File: src/rtl/fuse_pkg.sv
// Shared constants for the fuse shadow loader: word map offsets and FSM states.
package fuse_pkg;

  localparam int NUM_FUSE_WORDS = 33;
  localparam int KEY_WORDS      = 6;
  localparam int ACCT_WORDS     = 3;

  localparam int AES0_BASE    = 0;
  localparam int AES1_BASE    = 6;
  localparam int AES2_BASE    = 12;
  localparam int SHA_BASE     = 18;
  localparam int ACCT_M0_BASE = 24;
  localparam int ACCT_M1_BASE = 27;
  localparam int ACCT_M2_BASE = 30;

  typedef enum logic [1:0] {
    FUSE_IDLE  = 2'd0,
    FUSE_LOAD  = 2'd1,
    FUSE_DRAIN = 2'd2,
    FUSE_DONE  = 2'd3
  } fuse_rd_state_e;

endpackage

File: src/rtl/fuse_reader.sv
// Boot-time fuse loader: streams words 0..NUM_WORDS-1 into a shadow array and
// exposes key / access-control fields only once a full load has completed.
module fuse_reader
  import fuse_pkg::*;
#(
  parameter int NUM_WORDS = 33,
  parameter int ADDR_W    = 32
) (
  input  logic              clk_i,
  input  logic              rst_i,
  input  logic              start_i,
  output logic              fuse_req_o,
  output logic [ADDR_W-1:0] fuse_addr_o,
  input  logic [31:0]       fuse_rdata_i,
  output logic [191:0]      aes_key0_o,
  output logic [191:0]      aes_key1_o,
  output logic [191:0]      aes_key2_o,
  output logic [191:0]      sha_key_o,
  output logic [95:0]       acct_m0_o,
  output logic [95:0]       acct_m1_o,
  output logic [95:0]       acct_m2_o,
  output logic              busy_o,
  output logic              done_o
);

  localparam int ARR_W = (NUM_WORDS > 0) ? NUM_WORDS : 1;
  localparam int IDX_W = (NUM_WORDS > 1) ? $clog2(NUM_WORDS) : 1;
  localparam logic [IDX_W-1:0] LAST_IDX = IDX_W'((NUM_WORDS > 0) ? NUM_WORDS - 1 : 0);
  localparam fuse_rd_state_e RST_STATE = (NUM_WORDS > 0) ? FUSE_LOAD : FUSE_IDLE;

  fuse_rd_state_e           state_q, state_d;
  logic [IDX_W-1:0]         idx_q, idx_d;
  logic [ARR_W-1:0][31:0]   shadow_q, shadow_d;
  logic                     cap_en;
  logic [IDX_W-1:0]         cap_idx;

  // Read data lags the request by one cycle, so LOAD captures the word
  // requested in the previous cycle and DRAIN picks up the final one.
  always_comb begin
    state_d  = state_q;
    idx_d    = idx_q;
    shadow_d = shadow_q;
    cap_en   = 1'b0;
    cap_idx  = '0;
    case (state_q)
      FUSE_LOAD: begin
        if (idx_q != '0) begin
          cap_en  = 1'b1;
          cap_idx = idx_q - 1'b1;
        end
        if (idx_q == LAST_IDX) state_d = FUSE_DRAIN;
        else                   idx_d   = idx_q + 1'b1;
      end
      FUSE_DRAIN: begin
        cap_en  = 1'b1;
        cap_idx = idx_q;
        state_d = FUSE_DONE;
      end
      FUSE_DONE: begin
        if (start_i) begin
          shadow_d = '0;
          idx_d    = '0;
          state_d  = FUSE_LOAD;
        end
      end
      default: ;
    endcase
    for (int i = 0; i < ARR_W; i++) begin
      if (cap_en && cap_idx == IDX_W'(i)) shadow_d[i] = fuse_rdata_i;
    end
  end

  always_ff @(posedge clk_i) begin
    if (rst_i) begin
      state_q  <= RST_STATE;
      idx_q    <= '0;
      shadow_q <= '0;
    end else begin
      state_q  <= state_d;
      idx_q    <= idx_d;
      shadow_q <= shadow_d;
    end
  end

  assign fuse_req_o  = (state_q == FUSE_LOAD);
  assign fuse_addr_o = fuse_req_o ? ADDR_W'(idx_q) : '0;
  assign busy_o      = (state_q == FUSE_LOAD) || (state_q == FUSE_DRAIN);
  assign done_o      = (state_q == FUSE_DONE) || (state_q == FUSE_IDLE);

  // Pad the shadow view to the full word map so short arrays read as zero.
  logic [NUM_FUSE_WORDS-1:0][31:0] word_w;
  for (genvar g = 0; g < NUM_FUSE_WORDS; g++) begin : g_word
    if (g < NUM_WORDS) begin : g_hit
      assign word_w[g] = shadow_q[g];
    end else begin : g_pad
      assign word_w[g] = '0;
    end
  end

  logic [191:0] key_mask;
  logic [95:0]  acct_mask;
  assign key_mask  = {192{done_o}};
  assign acct_mask = {96{done_o}};

  assign aes_key0_o = word_w[AES0_BASE    +: KEY_WORDS]  & key_mask;
  assign aes_key1_o = word_w[AES1_BASE    +: KEY_WORDS]  & key_mask;
  assign aes_key2_o = word_w[AES2_BASE    +: KEY_WORDS]  & key_mask;
  assign sha_key_o  = word_w[SHA_BASE     +: KEY_WORDS]  & key_mask;
  assign acct_m0_o  = word_w[ACCT_M0_BASE +: ACCT_WORDS] & acct_mask;
  assign acct_m1_o  = word_w[ACCT_M1_BASE +: ACCT_WORDS] & acct_mask;
  assign acct_m2_o  = word_w[ACCT_M2_BASE +: ACCT_WORDS] & acct_mask;

endmodule

File: config.mk
export PLATFORM = sky130hd
export DESIGN_NAME = fuse_reader
export DESIGN_NICKNAME = d
export VERILOG_FILES = /design/src/rtl/fuse_pkg.sv /design/src/rtl/fuse_reader.sv
export SDC_FILE = /design/constraint.sdc
export NUM_CORES = 2
export LEC_CHECK = 0
export ABC_AREA = 1
export CORE_AREA = 4 4 435 437
export DETAILED_ROUTE_END_ITERATION = 10
export DIE_AREA = 0 0 439 441
export HOLD_SLACK_MARGIN = 0.15
export PLACE_DENSITY = 0.51
export SYNTH_ARGS = -nofsm -noshare
export SYNTH_HDL_FRONTEND = slang
export SYNTH_SLANG_ARGS = --single-unit
File: constraint.sdc
create_clock -name clk_i -period 3.3 [get_ports clk_i]
set_input_delay 0.66 -clock clk_i [delete_from_list [all_inputs] [get_ports clk_i]]
set_output_delay 0.66 -clock clk_i [all_outputs]
set_load 0.02 [all_outputs]
==> flow_metrics.tcl <==
set metrics [dict create \
    routabilityCongestion 0.811 \
    io_pins 1126 \
    pwr-share-seq 0.293 \
    grt_setup_unrepaired "true" \
    area_growth_pct 35.8 \
    period_share 1.03 \
    p_sw_frac 0.417 \
    worst_r2r_endpoint "shadow_q[291]$_SDFFE_PP0P_" \
    first_pass_grt_wire_length_microns 354000 \
    ir_drop_worst_vdd_v 0.000812 \
    io_buffers 1099 \
    cts-htree-levels 4 \
    synth-edff-count 0 \
    tritoncts "built" \
    worst_r2r_startpoint "state_q[0]$_SDFFE_PP1P_" \
    synthTopCellsByArea "sky130_fd_sc_hd__dfxtp_1 (43%), sky130_fd_sc_hd__nand3_1 (16%), sky130_fd_sc_hd__a21oi_1 (11%), sky130_fd_sc_hd__inv_1 (8.3%), sky130_fd_sc_hd__nor2_1 (8.2%)" \
    multi_input_area_sq_mm 0.0205 \
    synthTopCellsByCount "sky130_fd_sc_hd__nand3_1 (1576), sky130_fd_sc_hd__inv_1 (1081), sky130_fd_sc_hd__nor2_1 (1076)" \
    synth_top_area_frac 0.435 \
    post-place-cells 10350 \
    post-dp-hpwl_microns 154000 \
    comb_power_share 0.392 \
    post_placement_worst_setup_slack_ns -0.119 \
    critical_path_required_ns 2.64 \
    first_iter_violations 5660 \
    synth-simple-area-share 0.298 \
    finalWirelength_microns 254000 \
    clock.fmax_ghz 0.294 \
    root_buffer "sky130_fd_sc_hd__clkbuf_16" \
    synthMostInstantiatedCell "sky130_fd_sc_hd__nand3_1" \
    grt_pass1_vias 49997 \
    layout.area.seq_sq_mm 0.0213 \
    cts_num_sinks 1064 \
    crit_fanout 43 \
    clock_skew_ns 0.0239 \
    dominant_combinational_cell_family_by_area_after_synthesis "simple AND/OR/NAND/NOR gates" \
    route.detailed.drc 0 \
    die-area_sq_mm 0.194 \
    dominantRegCellSynth "sky130_fd_sc_hd__dfxtp_1" \
    synth-seq-cells 1064 \
    finalWorstPathRequiredPeriod_ns 3.40 \
    final.hold.worst_slack_ns 0.312 \
    postRouteAntennaNets 0 \
    async_flop_share 0 \
    ys.warnings.count 0 \
    r2r.worst_path.cells 14 \
    critPathArrivalTime_ns 2.74 \
    clk_path_buf_depth 3 \
    p_int_mw 27.4 \
    whs_endpoint "shadow_q[847]$_SDFFE_PP0P_" \
    nNetsFinal 8083 \
    vias 53377 \
    drive_gt1_frac 0.0956 \
    post_synthesis_compound_gate_area_fraction 0.110 \
    finalWorstSetupSlack_ns -0.105 \
    synth_adder_area_share 0.00204 \
    max_slew_margin 0.222 \
    post_syn_area_per_cell_sq_um 6.68 \
    maxCapViolations 0 \
    placementRows 158 \
    synthMuxAreaShare 0 \
    power_density_mw_per_mm2 707 \
    global_route.usage.total 0.245 \
    totalNegativeSetupSlack_ns -0.839 \
    vias_per_cell 5.02 \
    worstHoldPathType "primary input to flip-flop" \
    static-leakage-power_nw 27.9 \
    p_sw_mw 19.6 \
    die_y_microns 441 \
    most_area_hungry_cell_type_in_the_yosys_netlist "sky130_fd_sc_hd__dfxtp_1" \
    global_route_total_overflow 0 \
    timing.final.setup_violations 38 \
    floorplan.die.width_microns 439 \
    hold_start "rst_i" \
    slew_violations 0 \
    detailed_router_iteration_count_before_antenna_repair 6 \
    worst_skew_pair.late_latency_ns 0.73 \
    ctsHoldBuffers 0 \
    slack_of_the_worst_reg_to_reg_path_ns 0.24 \
    initial_cell_density_of_the_core 0.265 \
    synth.distinct_cells 29 \
    synth-xor-area-share 0.000179 \
    end_kind "primary output" \
    whs_path_depth 2 \
    layout.cells.non_filler 10623 \
    core_sq_mm 0.185 \
    num-fill-cells 20090 \
    netlist_instances 7329 \
    violations "negative setup slack" \
    route.detailed.wl_per_inst_microns 23.9 \
    cp-start-kind "flip-flop" \
    syn-cell-area_sq_mm 0.0490 \
    tritoncts.num_buffers 130 \
    pwr-share-clk 0.315 \
    design_area_sq_mm 0.0665 \
    number_of_antenna_violations_at_the_first_check_in_global_routing 8 \
    clk_transition_reported_paths_ns 0.06 \
    report.final.hold_viol_count 0 \
    status "finished with violations" \
    totalPowerFinal_mw 47.0 \
    timing.setup.critical_path_class "flip-flop to primary output" \
    tightestPinTransition_ns 1.17 \
    grt_start_max_net_pins 108 \
    ys_seq_area_frac 0.435 \
    placed_cell_area_sq_mm 0.0622 \
    layout.core_utilization 0.359 \
]
-- area by class of cell --
class / count / share of cell area
Antenna cell: 3 / 0.000113
Clock buffer: 189 / 0.0568
Clock inverter: 43 / 0.00931
Inverter: 1099 / 0.0622
Multi-Input combinational cell: 4404 / 0.308
Sequential cell: 1064 / 0.320
Tap cell: 2480 / 0.0467
Timing Repair Buffer: 1341 / 0.197
-- logic make-up after synthesis --
| logic type | after synthesis |
|---|---|
| XOR/XNOR | 1 |
| adder cells (fa/ha/maj) | 8 |
| buffers and inverters | 1886 |
| other | 1 |
| AO/OA/AOI/OAI | 1072 |
| flip-flops | 1064 |
| AND/OR/NAND/NOR | 3297 |
-- timing repair --
item	CTS	global route
endpoints found under the setup margin	1090	887
resized for setup	996	681
pin swaps	1	0
buffers inserted	7	7
gates cloned	13	11
-- worst max-delay path, stage by stage, from the launching register on --
cell	delay, ns
sky130_fd_sc_hd__dfxtp_2	0.36
sky130_fd_sc_hd__inv_1	0.10
sky130_fd_sc_hd__ha_4	0.33
sky130_fd_sc_hd__buf_16	0.28
sky130_fd_sc_hd__buf_16	0.25
sky130_fd_sc_hd__nor2_1	0.08
sky130_fd_sc_hd__clkdlybuf4s50_1	0.57
-- worst max path at each step --
| stage | from | cells past startpoint | endpoint |
|---|---|---|---|
| final | state_q[0]$_SDFFE_PP1P_ | 6 | aes_key0_o[78] |
| after global routing | state_q[1]$_SDFFE_PP0P_ | 6 | aes_key0_o[92] |
| after CTS | state_q[1]$_SDFFE_PP0P_ | 6 | aes_key0_o[78] |
| after detailed placement | idx_q[0]$_SDFFE_PP0P_ | 13 | shadow_q[568]$_SDFFE_PP0P_ |
| after global placement | state_q[1]$_SDFFE_PP0P_ | 12 | shadow_q[568]$_SDFFE_PP0P_ |
| after floorplan | state_q[0]$_SDFFE_PP1P_ | 7 | acct_m0_o[0] |
-- cell usage in the layout (no fill, tap or decap), types with 10 or more instances in the layout --
master / instances
sky130_fd_sc_hd__a21oi_1: 1062
sky130_fd_sc_hd__buf_12: 65
sky130_fd_sc_hd__buf_16: 25
sky130_fd_sc_hd__buf_2: 20
sky130_fd_sc_hd__buf_4: 200
sky130_fd_sc_hd__clkbuf_1: 32
sky130_fd_sc_hd__clkbuf_16: 144
sky130_fd_sc_hd__clkbuf_2: 147
sky130_fd_sc_hd__clkbuf_8: 24
sky130_fd_sc_hd__clkdlybuf4s15_1: 26
sky130_fd_sc_hd__clkdlybuf4s15_2: 11
sky130_fd_sc_hd__clkdlybuf4s50_1: 10
sky130_fd_sc_hd__clkinv_2: 19
sky130_fd_sc_hd__conb_1: 26
sky130_fd_sc_hd__dfxtp_1: 1062
sky130_fd_sc_hd__dlygate4sd2_1: 624
sky130_fd_sc_hd__dlymetal6s2s_1: 195
sky130_fd_sc_hd__inv_1: 1081
sky130_fd_sc_hd__inv_2: 13
sky130_fd_sc_hd__nand2_1: 551
sky130_fd_sc_hd__nand3_1: 1576
sky130_fd_sc_hd__nand4_1: 69
sky130_fd_sc_hd__nor2_1: 1028
sky130_fd_sc_hd__nor2_2: 30
sky130_fd_sc_hd__nor2_4: 25
-- power groups by stage --
stage,clock (mW),combinational [mW],sequential (mW)
after floorplan,0,9.65,13.9
after global placement,0,15.5,14.0
after detailed placement,0,15.5,14.0
after CTS,15.1,17.4,13.8
after global routing,15.6,19.7,13.8
final,14.8,18.4,13.8
-- routing by layer --
layer  track usage  vias up  wire [microns]
met3        0.0420      561           18600
met1         0.301    25678           98700
met4         0.126        4           13800
met2         0.411     2590          123000
li1              -    24544               -
met5             0        -              27
-- sequential cells by signal (all words and copies together) (netlist names) --
name	cells
shadow_q	1056
idx_q	6
state_q	2
Note: power is estimated with default switching activity, not from simulation.
